`src/rtl/pdm_pkg.sv`:
```
// Shared types and constants for the PCM-to-PDM transmitter.
package pdm_pkg;

    localparam int PDM_SAMPLE_BITS = 8;

    function automatic int pdm_offset(input int bits);
        return 1 << (bits - 1);
    endfunction

    localparam int PDM_OFFSET = pdm_offset(PDM_SAMPLE_BITS);

    typedef enum logic {
        IDLE = 1'b0,
        RUN  = 1'b1
    } pdm_state_t;

    // Galois form of x^8+x^6+x^5+x^4+1, shifting right.
    localparam logic [7:0] LFSR_SEED = 8'hA5;
    localparam logic [7:0] LFSR_TAPS = 8'hB8;

    function automatic logic [7:0] lfsr_step(input logic [7:0] s);
        return {1'b0, s[7:1]} ^ (s[0] ? LFSR_TAPS : 8'h00);
    endfunction

endpackage

```
`src/rtl/pdm_sample_fifo.sv`:
```
// Synchronous show-ahead sample FIFO with level output and a registered ready flag.
module pdm_sample_fifo #(
    parameter int WIDTH = 8,
    parameter int DEPTH = 4
) (
    input  logic                     clk,
    input  logic                     rst,
    input  logic                     push,
    input  logic [WIDTH-1:0]         push_data,
    input  logic                     pop,
    output logic [WIDTH-1:0]         head,
    output logic                     empty,
    output logic                     ready,
    output logic [$clog2(DEPTH):0]   level
);
    localparam int PTR_W = $clog2(DEPTH);
    localparam int LVL_W = PTR_W + 1;
    localparam logic [LVL_W-1:0] LVL_FULL = LVL_W'(DEPTH);

    logic [WIDTH-1:0] mem [DEPTH];
    logic [PTR_W-1:0] wr_ptr;
    logic [PTR_W-1:0] rd_ptr;
    logic             do_push;
    logic             do_pop;
    logic [LVL_W-1:0] level_next;

    assign empty   = (level == '0);
    assign do_push = push && (level != LVL_FULL);
    assign do_pop  = pop && !empty;
    assign head    = mem[rd_ptr];

    always_comb begin
        level_next = level;
        if (do_push && !do_pop) begin
            level_next = level + LVL_W'(1);
        end else if (do_pop && !do_push) begin
            level_next = level - LVL_W'(1);
        end
    end

    // Ready follows the registered level, so a pop on a full FIFO does not
    // open the door until the following cycle.
    always_ff @(posedge clk) begin
        if (rst) begin
            wr_ptr <= '0;
            rd_ptr <= '0;
            level  <= '0;
            ready  <= 1'b0;
        end else begin
            if (do_push) begin
                wr_ptr <= wr_ptr + PTR_W'(1);
            end
            if (do_pop) begin
                rd_ptr <= rd_ptr + PTR_W'(1);
            end
            level <= level_next;
            ready <= (level_next != LVL_FULL);
        end
    end

    always_ff @(posedge clk) begin
        if (do_push) begin
            mem[wr_ptr] <= push_data;
        end
    end

endmodule

```
`src/rtl/pdm_modulator.sv`:
```
// PCM-to-PDM transmitter: sample FIFO, bit-tick divider, run FSM and first-order
// sigma-delta modulator. Build option PDM_DITHER_EN adds an LFSR carry-in dither.
//
// state | meaning
// IDLE  | counters, accumulator and pdm_out held at 0, no strobes
// RUN   | divider ticks every OSR_DIV cycles, one PDM bit per tick
module pdm_modulator
    import pdm_pkg::*;
#(
    parameter int SAMPLE_BITS = PDM_SAMPLE_BITS,
    parameter int OSR         = 16,
    parameter int OSR_DIV     = 4,
    parameter int FIFO_DEPTH  = 4
) (
    input  logic                          clk,
    input  logic                          rst,
    input  logic                          enable,
    input  logic [SAMPLE_BITS-1:0]        sample_in,
    input  logic                          sample_valid,
    output logic                          sample_ready,
    output logic                          pdm_out,
    output logic                          pdm_strobe,
    output logic                          underrun,
    output logic [$clog2(FIFO_DEPTH):0]   fifo_level
);
    localparam int DIV_W = $clog2(OSR_DIV);
    localparam int BIT_W = $clog2(OSR);
    localparam int ACC_W = SAMPLE_BITS + 1;
    localparam logic [SAMPLE_BITS-1:0] OFFSET   = SAMPLE_BITS'(pdm_offset(SAMPLE_BITS));
    localparam logic [DIV_W-1:0]       DIV_LAST = DIV_W'(OSR_DIV - 1);

    pdm_state_t             state;
    logic [DIV_W-1:0]       div_cnt;
    logic [BIT_W-1:0]       bit_cnt;
    logic [SAMPLE_BITS-1:0] acc;
    logic [SAMPLE_BITS-1:0] cur_sample;

    logic                   tick;
    logic                   boundary;
    logic                   fifo_empty;
    logic                   fifo_pop;
    logic [SAMPLE_BITS-1:0] fifo_head;
    logic [SAMPLE_BITS-1:0] tick_sample;
    logic [SAMPLE_BITS-1:0] u;
    logic [ACC_W-1:0]       acc_next;
    logic                   carry_in;

    pdm_sample_fifo #(
        .WIDTH (SAMPLE_BITS),
        .DEPTH (FIFO_DEPTH)
    ) u_fifo (
        .clk       (clk),
        .rst       (rst),
        .push      (sample_valid & sample_ready),
        .push_data (sample_in),
        .pop       (fifo_pop),
        .head      (fifo_head),
        .empty     (fifo_empty),
        .ready     (sample_ready),
        .level     (fifo_level)
    );

    assign tick     = (state == RUN) && enable && (div_cnt == DIV_LAST);
    assign boundary = tick && (bit_cnt == '0);
    assign fifo_pop = boundary && !fifo_empty;

    // The popped head drives this same tick's bit; an empty FIFO plays silence.
    assign tick_sample = boundary ? (fifo_empty ? '0 : fifo_head) : cur_sample;
    assign u           = tick_sample + OFFSET;
    assign acc_next    = {1'b0, acc} + {1'b0, u} + ACC_W'(carry_in);

`ifdef PDM_DITHER_EN
    logic [7:0] lfsr;

    assign carry_in = lfsr[0];

    always_ff @(posedge clk) begin
        if (rst || state == IDLE || !enable) begin
            lfsr <= LFSR_SEED;
        end else if (tick) begin
            lfsr <= lfsr_step(lfsr);
        end
    end
`else
    assign carry_in = 1'b0;
`endif

    always_ff @(posedge clk) begin
        if (rst) begin
            state      <= IDLE;
            div_cnt    <= '0;
            bit_cnt    <= '0;
            acc        <= '0;
            cur_sample <= '0;
            pdm_out    <= 1'b0;
            pdm_strobe <= 1'b0;
            underrun   <= 1'b0;
        end else begin
            pdm_strobe <= 1'b0;
            underrun   <= 1'b0;
            case (state)
                IDLE: begin
                    div_cnt    <= '0;
                    bit_cnt    <= '0;
                    acc        <= '0;
                    cur_sample <= '0;
                    pdm_out    <= 1'b0;
                    if (enable) begin
                        state <= RUN;
                    end
                end
                RUN: begin
                    if (!enable) begin
                        // Abort: the in-flight sample is dropped, queued samples stay.
                        state      <= IDLE;
                        div_cnt    <= '0;
                        bit_cnt    <= '0;
                        acc        <= '0;
                        cur_sample <= '0;
                        pdm_out    <= 1'b0;
                    end else if (tick) begin
                        div_cnt    <= '0;
                        bit_cnt    <= bit_cnt + BIT_W'(1);
                        acc        <= acc_next[SAMPLE_BITS-1:0];
                        pdm_out    <= acc_next[SAMPLE_BITS];
                        pdm_strobe <= 1'b1;
                        underrun   <= boundary && fifo_empty;
                        if (boundary) begin
                            cur_sample <= tick_sample;
                        end
                    end else begin
                        div_cnt <= div_cnt + DIV_W'(1);
                    end
                end
                default: begin
                    state <= IDLE;
                end
            endcase
        end
    end

endmodule

```
`config.mk`:
```
export PLATFORM = sky130hd
export DESIGN_NAME = pdm_modulator
export DESIGN_NICKNAME = d
export VERILOG_FILES = /design/src/rtl/pdm_pkg.sv /design/src/rtl/pdm_sample_fifo.sv /design/src/rtl/pdm_modulator.sv
export SDC_FILE = /design/constraint.sdc
export NUM_CORES = 1
export LEC_CHECK = 0
export ABC_AREA = 1
export BUFFER_PORTS_ARGS = -buffer_cell sky130_fd_sc_hd__buf_2
export CAP_MARGIN = 5
export CORE_MARGIN = 2
export CORE_UTILIZATION = 33
export CTS_CLUSTER_SIZE = 25
export DETAILED_ROUTE_END_ITERATION = 8
export HOLD_SLACK_MARGIN = 0.12
export PLACE_DENSITY = 0.53
export SYNTH_ARGS = -nofsm -noshare
export SYNTH_HDL_FRONTEND = slang
export SYNTH_SLANG_ARGS = --single-unit
```
`constraint.sdc`:
```
create_clock -name clk -period 6 [get_ports clk]
set_input_delay 0.3 -clock clk [delete_from_list [all_inputs] [get_ports clk]]
set_output_delay 0.3 -clock clk [all_outputs]
set_load 0.1 [all_outputs]
```
==> metrics.txt, run 1 <==
area of the multi-input gates=1270 um^2; Crit. End Element=flip-flop; clock root cell=clkbuf_8; synth warn=0; Layout Nets=383; Initial DRC Count=103; largest net degree at the start of global routing=18; most frequent cells in the layout=nand2_1, dfxtp_1, inv_1; vias post-DR=2211; drc violations=0; asr flop ratio synth=0%; Die Ht=101 um; status=finished clean; post-cts sizing count=0; CP Launch Type=flip-flop; Post-Synth Adder-Cell Area=8.28%; MaxCap Viol Count=0; Core Area=9200 um^2; Final Critical Period=2.69 ns; Slew Viols, Final=0; worst-skew pair later-pin latency=0.35 ns; fraction of layout cells with a size suffix above 1=16.3%; number of fill cells=930; htree depth=3; crit path DAT=2.92 ns; Final Util=38.3%; ant diodes=0; CTS Hold Buffers Added=0; Max Fclk=372 MHz; max_slew headroom=43.7%; # setup viols final=0; simple-gate share of the synthesized area=19.7%; pre-CTS WS=3.38 ns; clk sinks=68; clock skew=0.0128 ns; die area=10200 um^2; gpl congestion=0.773; Post-Synth XOR/XNOR Area=0.844%; compound-gate portion of the synthesized area=11.9%; top_reg_cell synth=dfxtp_1; Post-Route WL=5.82 mm; final hold viol count=0; syn_nets=358; I/O Pins=19; part of the cycle the worst path needs=44.8%; Hold WS=0.165 ns; FP Rows=35; TritonCTS buffer count=9; required time worst endpoint=6.23 ns; largest fanout on the critical path=17; clock-pin slew on the worst setup and hold paths=0.08 ns; cell count after synthesis=326; CTS tree=done; Initial Util=33.9%; layout overhead on the synthesized area=13.1%; mux contribution to synthesized area=0%; dpl hpwl=4.13 mm; vias in the first global route=2119; post-synth cell types=34; setup TNS=0 ns; initial antenna violation count=0; CP Class=reg2reg; Routed Antenna Nets=0; First-pass DRT Iterations=4; largest family of logic cells by synthesized area=simple AND/OR/NAND/NOR gates; commonest non-fill, non-tap cell in the layout=nand2_1; # port buffers=18; mean post-synth cell area=9.55 um^2; Yosys reg bits=68; RSZ-0062 raised after global routing=false; Post-synth EDFFs=32; Seq/Total Area, Yosys=54.0%; clock buffer depth=2; Post-CTS Setup Repair Bufs=0; GRT overflow=0; LEAKAGE=1.45 nW; worst slew pin tran=0.841 ns; worst hold path class=in2reg; die width=101 um; Synth Cell Area=3110 um^2; DR vias/cell=4.73; fin worst setup slack=3.31 ns; total track usage=12.6%; wire length per cell=12.5 um; FF/Latch Area=1680 um^2; PwrDens=329 nW/um^2; Max VDD drop=0.128 mV; first-pass GRT wire length=9.87 mm
## state kept, by name, summed over array words and instances (netlist names), named ones only
| name | cells |
|---|---|
| u_fifo.wr_ptr | 2 |
| pdm_out | 1 |
| bit_cnt | 4 |
| state | 1 |
| u_fifo.mem | 32 |
| pdm_strobe | 1 |
| u_fifo.rd_ptr | 2 |
| div_cnt | 2 |
| cur_sample | 8 |
| underrun | 1 |
| u_fifo.ready | 1 |
| u_fifo.level | 3 |
| acc | 8 |
## metal layers
metal / wire length [um] / part of all wire (%) / global-route usage, % / vias to the layer above
met5: 0 / 0 / 0 / -
met1: 2840 / 49 / 15.8 / 1026
li1: - / - / - / 1149
met3: 157 / 2.7 / 3.81 / 6
met2: 2720 / 47 / 20.0 / 30
met4: 98 / 1.7 / 5.61 / 0
## through the flow
step                std cells  area, um^2  power (mW)
floorplan                 326        3110       0.730
global placement          451        3310       0.776
detailed placement        451        3310       0.778
CTS                       467        3520        1.17
global route              467        3520        1.22
finish                    467        3520        1.16
## logic make-up after synthesis
group	count (synthesis)
flops	68
simple gates	132
xor+xnor	3
fa+ha+maj	20
buf+inv	39
compound gates	64
## synthesized netlist by cell type (all sizes together) (2+ instances only)
cell | n | area share (%)
a21oi | 22 | 4.4
o22ai | 9 | 1.8
o21ai | 29 | 4.7
nand4 | 4 | 0.80
buf | 3 | 0.80
inv | 34 | 4.1
xor2 | 2 | 0.56
dfxtp | 36 | 23
nor3 | 2 | 0.32
edfxtp | 32 | 31
nand3 | 12 | 2.7
ha | 19 | 7.6
nand2 | 78 | 11
nor2 | 33 | 4.7
## area by class of cell
| class | count | share of cell area, % |
|---|---|---|
| well taps | 111 | 3.94 |
| inverters | 35 | 3.87 |
| multi-input cells | 219 | 36.0 |
| clock buffers | 10 | 3.91 |
| flip-flops and latches | 68 | 47.7 |
| clock inverters | 6 | 2.02 |
| repair buffers | 18 | 2.56 |
## power by group
group | total, mW | internal, mW | switching (mW)
Sequential | 0.544 | 0.525 | 0.0187
Clock | 0.392 | 0.206 | 0.186
Combinational | 0.223 | 0.0517 | 0.171
## worst max-delay path, stage by stage (launching register included)
cell     delay, ns
dfxtp_1       0.65
inv_1         0.35
o21ai_0       0.25
o22ai_1       0.11
nand2_2       0.09
nand2_1       0.06
ha_1          0.36
nand3_1       0.10
nand3_1       0.12
nand2_1       0.08
o21ai_0       0.20
nand2_1       0.07
nand2_1       0.06
o21ai_0       0.07
## path summary, 6_finish.rpt
path                            slack, ns  cells after the start         start                to
worst max-delay path                 3.31                     13     flip-flop            acc[7]
worst min-delay path                 0.17                      1  sample_in[6]  u_fifo.mem[1][6]
worst max register to register       3.31                     13     flip-flop            acc[7]
worst min register to register       0.42                      1    div_cnt[0]        div_cnt[0]
Power figures use the tool's default switching activity.
==> inputs of run 2 (changes only) <==
--- a/config.mk
+++ b/config.mk
@@ -5,7 +5,7 @@
 export SDC_FILE = /design/constraint.sdc
 export NUM_CORES = 1
 export LEC_CHECK = 0
-export ABC_AREA = 1
+export ABC_AREA = 0
 export BUFFER_PORTS_ARGS = -buffer_cell sky130_fd_sc_hd__buf_2
 export CAP_MARGIN = 5
 export CORE_MARGIN = 2
@@ -13,7 +13,7 @@
 export CTS_CLUSTER_SIZE = 25
 export DETAILED_ROUTE_END_ITERATION = 8
 export HOLD_SLACK_MARGIN = 0.12
-export PLACE_DENSITY = 0.53
+export PLACE_DENSITY = 0.54
 export SYNTH_ARGS = -nofsm -noshare
 export SYNTH_HDL_FRONTEND = slang
 export SYNTH_SLANG_ARGS = --single-unit
==> constraint.sdc (replaced) <==
create_clock -name clk -period 2.3 [get_ports clk]
set_input_delay 0.115 -clock clk [delete_from_list [all_inputs] [get_ports clk]]
set_output_delay 0.115 -clock clk [all_outputs]
set_load 0.1 [all_outputs]
==> metrics.txt, run 2 <==
synth warn=0; r2r endpoint=acc[6]; worst slew pin tran=0.655 ns; Reg2Reg Depth=12; initial antenna violation count=0; total track usage=13.0%; gpl congestion=0.736; Post-synth top cells=nand2_1, dfxtp_1, edfxtp_1; hold-critical path endpoint=u_fifo.wr_ptr[1]; MaxCap Viol Count=0; post-synth cell types=48; Hold Startpoint=sample_valid; Final Util=44.7%; leading area contributor after synthesis=edfxtp_1; # port buffers=18; Final Critical Period=2.45 ns; clock root cell=clkbuf_8; worst hold path class=in2reg; clk sinks=68; count leader, synth=nand2_1; fraction of layout cells with a size suffix above 1=36.2%; largest net degree at the start of global routing=26; FP Rows=35; drc violations=0; Crit. End Element=flip-flop; status=complete, but fails checks; max_slew headroom=56.3%; RR Startpoint=bit_cnt[1]; die area=10200 um^2; most frequent cells in the layout=buf_4, edfxtp_1, dfxtp_1; Core Area=9200 um^2; DR vias/cell=4.66; asr flop ratio synth=0%; Max VDD drop=0.493 mV; First-pass DRT Iterations=4; # setup viols final=6; Die Ht=101 um; clock-pin slew on the worst setup and hold paths=0.08 ns; wire length per cell=13.1 um; TritonCTS buffer count=9; ant diodes=0; PwrDens=601 nW/um^2; clock buffer depth=2; dpl hpwl=4.27 mm; commonest non-fill, non-tap cell in the layout=buf_4; largest cells by area after synthesis=edfxtp_1, dfxtp_1, ha_1, mux4_2, nand2_1; Biggest register=u_fifo.mem; CTS tree=done; syn_nets=303; Seq/Total Area, Yosys=54.0%; vias post-DR=2141; largest fanout on the critical path=5; Initial Util=33.9%; die width=101 um; CP Class=reg2reg; CP Launch Type=flip-flop; cell count after synthesis=271; failing checks=negative setup slack; max reg flops=32; top cell type's share of synthesized area=30.8%; layout overhead on the synthesized area=32.0%; largest registers=u_fifo.mem: 32 flops, acc: 8 flops, cur_sample: 8 flops; mean post-synth cell area=11.5 um^2; Slew Viols, Final=0; Yosys reg bits=68; top_reg_cell synth=dfxtp_1; Post-Route WL=6.03 mm; Hold WS=0.202 ns; pre-CTS WS=-0.248 ns; LEAKAGE=1.63 nW; required time worst endpoint=2.58 ns; RSZ-0062 raised after global routing=true; vias in the first global route=2152; clock skew=0.00777 ns; htree depth=3; GRT overflow=0; Layout Nets=375; part of the cycle the worst path needs=107%; crit path DAT=2.73 ns; final hold viol count=0; hold path depth=4; Synth Cell Area=3120 um^2; first-pass GRT wire length=10.1 mm; worst-skew pair later-pin latency=0.34 ns; Initial DRC Count=102; R2R Setup Slk=-0.15 ns; Max Fclk=408 MHz; Post-synth EDFFs=32; Routed Antenna Nets=0; I/O Pins=19; fin worst setup slack=-0.152 ns
## run 2: changes by cell type after synthesis, moves of 9 or more
cell / delta
o22ai_1: -9
nand2_1: -29
o21ai_0: -21
and2_1: +9
inv_1: -21
nor2_1: -10
## run 2: cell families (layout without fill, tap and decap cells)
kind of cell             count (synthesis)  after routing  share of synthesized area [%]
buffers and inverters                   22             99                           3.05
AO/OA/AOI/OAI                           32             32                           6.38
adder cells (fa/ha/maj)                 22             22                           8.95
flip-flops                              68             68                           54.0
multiplexers                            16             16                           8.91
XOR/XNOR                                 9              9                           2.53
AND/OR/NAND/NOR                        102            102                           16.2
## run 2: per-stage QoR
| step | power [mW] | TNS [ns] | instance area (um^2) | cells |
|---|---|---|---|---|
| 6_report | 2.47 | -0.622 | 4110 | 459 |
| 5_1_grt | 2.58 | -1.66 | 4110 | 459 |
| 4_1_cts | 2.50 | -1.02 | 4020 | 457 |
| 3_5_place_dp | 1.46 | -1.09 | 3610 | 422 |
| 3_3_place_gp | 1.46 | -0.961 | 3610 | 422 |
| 2_1_floorplan | 1.41 | -0.849 | 3200 | 271 |
## run 2: timing repair
action	4_1_cts	5_1_grt
pin swaps	16	16
hold endpoints to repair	34	0
endpoints found under the setup margin	6	7
hold buffers	10	0
buffers inserted	9	2
resized for setup	10	16
## run 2: cell type report
class / instances / area (um^2)
clock buffers: 10 / 138
clock inverters: 6 / 70.1
fillers: 889 / 5080
inverters: 13 / 53.8
multi-input cells: 181 / 1500
flip-flops and latches: 68 / 1700
well taps: 111 / 139
repair buffers: 70 / 517
## run 2: routing by layer
layer	GRT usage, %	part of all wire (%)
met1	16.6	48
met2	20.9	47
met3	4.55	3.9
met4	4.05	1.1
met5	0	0
## run 2: worst max path at each step
stage	endpoint	slack (ns)	start	depth (start not counted)
floorplan	acc[6]	-0.22	u_fifo.level[1]	13
global placement	pdm_out	-0.25	bit_cnt[0]	14
detailed placement	pdm_out	-0.25	bit_cnt[0]	14
CTS	pdm_out	-0.22	bit_cnt[1]	14
global route	acc[6]	-0.29	bit_cnt[1]	14
finish	acc[6]	-0.15	bit_cnt[1]	12
## run 2: worst max-delay path: stages (launching register included)
cell	delay [ns]
dfxtp_2	0.33
inv_2	0.06
ha_4	0.13
nor3b_4	0.24
and3_4	0.29
nand2_2	0.07
nand2_2	0.07
ha_4	0.20
nor2b_1	0.13
o21a_1	0.18
o211a_1	0.23
or3_1	0.37
nand3_1	0.09
## run 2: where the power goes
group | switching (mW) | internal (mW) | total (mW)
Clock | 0.489 | 0.542 | 1.03
Sequential | 0.00980 | 1.28 | 1.29
Combinational | 0.0873 | 0.0631 | 0.150
==> inputs of run 3 (changes only) <==
--- a/config.mk
+++ b/config.mk
@@ -17,3 +17,4 @@
 export SYNTH_ARGS = -nofsm -noshare
 export SYNTH_HDL_FRONTEND = slang
 export SYNTH_SLANG_ARGS = --single-unit
+export TNS_END_PERCENT = 1
==> metrics.txt, run 3 (synthesis gave the netlist of run 2 again) <==
status=complete, but fails checks; failing checks=negative setup slack; cell-internal power=1.86 mW; routed length on met1=2.79 mm; RSZ-0062 raised after global routing=true; fin worst setup slack=-0.168 ns; vias post-DR=2094; worst slew pin tran=0.490 ns; first-pass GRT wire length=9.51 mm; Layout Nets=371; largest net degree at the start of global routing=26; First-pass DRT Iterations=4; Slew Viols, Final=0; layout overhead on the synthesized area=29.3%; Buf+Inv Stages, Crit Path=2; Critical Path Max Stage Delay=0.50 ns; required time worst endpoint=2.55 ns; crit-path cells=buf_12 -> buf_4 -> mux4_2 -> nand2_1 -> nand2_1 -> ha_1 -> or3_1 -> o211ai_1 -> nand3_1 -> a32o_1; largest registers=u_fifo.mem: 32 flops, acc: 8 flops, cur_sample: 8 flops; clock-pin slew on the worst setup and hold paths=0.08 ns; Final Cell Area=4030 um^2; Post-Route WL=5.89 mm; die area=10200 um^2; DR WL met3=185 um; Die Ht=101 um; pre-CTS WS=-0.280 ns; final hold viol count=0; Flop pwr share=52.2%; FP Rows=35; combinational power share=6.0%; CP Launch Type=flip-flop; htree depth=3; # port buffers=18; Max VDD drop=0.385 mV; total track usage=12.4%; max reg flops=32; sw frac=24.7%; crit path DAT=2.72 ns; drc violations=0; Core Area=9200 um^2; Highest Signal Layer=met4; worst hold path class=in2reg; DR vias/cell=4.60; Routed Antenna Nets=0; GRT overflow=0; clk sinks=68; Clock power frac=41.9%; wire length per cell=12.9 um; crit-path leading delay family=simple AND/OR/NAND/NOR gates; most frequent cells in the layout=buf_4, edfxtp_1, nand2_1; clock skew=0.00723 ns; # setup viols final=5; part of the cycle the worst path needs=107%; die width=101 um; total power=2.48 mW; MaxCap Viol Count=0; Final Util=43.8%; TritonCTS buffer count=9; PwrDens=615 nW/um^2; cell mode on critical path=nand2_1; worst-skew pair later-pin latency=0.36 ns; initial antenna violation count=0; ant diodes=0; dpl cell area=3620 um^2; R2R Setup Slk=-0.17 ns; Final Critical Period=2.47 ns; clock root cell=clkbuf_8; I/O Pins=19; metal2 WL=2.80 mm; Initial Util=33.9%; vias in the first global route=2030; P_sw=0.612 mW; clock buffer depth=2; Biggest register=u_fifo.mem; number of fill cells=860; largest fanout on the critical path=6; Max Fclk=405 MHz; Crit-path slowest cell=mux4_2; gpl congestion=0.788; commonest non-fill, non-tap cell in the layout=buf_4; Initial DRC Count=71; LEAKAGE=1.61 nW; CP Class=reg2reg; fraction of layout cells with a size suffix above 1=34.0%; max_slew headroom=67.6%; dpl hpwl=4.15 mm; Crit. End Element=flip-flop; CTS tree=done
## run 3: cell types whose count changed in the layout (fill, tap and decap cells not counted), sizes merged
cell	change
inv	+1
clkinvlp	+2
buf	-3
clkbuf	-1
dlygate4sd3	-1
clkinv	-2
## run 3: final timing paths
kind / start / to / cells after the start
setup / recovery: flip-flop / acc[7] / 10
hold / removal: rst / u_fifo.level[2] / 2
setup reg to reg: flip-flop / acc[7] / 10
hold reg to reg: div_cnt[0] / div_cnt[0] / 1
## run 3: routing by layer
layer / GRT usage [%] / vias up
met4: 5.61 / 0
met5: 0 / -
li1: - / 1088
met2: 20.2 / 23
met1: 15.3 / 972
met3: 3.45 / 11
## run 3: layout make-up
class                   instances  area [um^2]  share of cell area, %
flip-flops and latches         68         1700                   42.1
multi-input cells             181         1450                   35.9
repair buffers                 66          485                   12.0
well taps                     111          139                   3.45
clock buffers                   9          124                   3.07
clock inverters                 7         82.6                   2.05
inverters                      13         53.8                   1.34
## run 3: power by group through the flow
stage | combinational [mW] | sequential [mW] | clock [mW]
after floorplan | 0.0629 | 1.35 | 0
after global placement | 0.136 | 1.32 | 0
after detailed placement | 0.138 | 1.32 | 0
after CTS | 0.151 | 1.29 | 1.07
after global routing | 0.162 | 1.29 | 1.11
final | 0.148 | 1.29 | 1.04
## run 3: repair_timing
item,in CTS,in global routing
hold buffers,9,0
hold endpoints to repair,33,0
pin swaps,13,12
setup buffers,2,3
gates resized for setup,15,10
cloned,0,0
endpoints found under the setup margin,6,8
## run 3: worst reg2reg max path: cells and delay by family (launching register included)
kind            cells  cell delay, ns
simple gates        4            0.66
mux                 1            0.50
compound gates      2            0.46
flops               1            0.34
buf+inv             2            0.23
fa+ha+maj           1            0.20
## run 3: per-stage QoR
step | hold slack (ns) | setup TNS (ns) | cells
3_3_place_gp | 0.330 | -0.815 | 425
4_1_cts | 0.124 | -0.939 | 452
6_report | 0.135 | -0.636 | 455
2_1_floorplan | 0.214 | -0.920 | 271
3_5_place_dp | 0.339 | -1.14 | 425
5_1_grt | 0.148 | -1.38 | 455
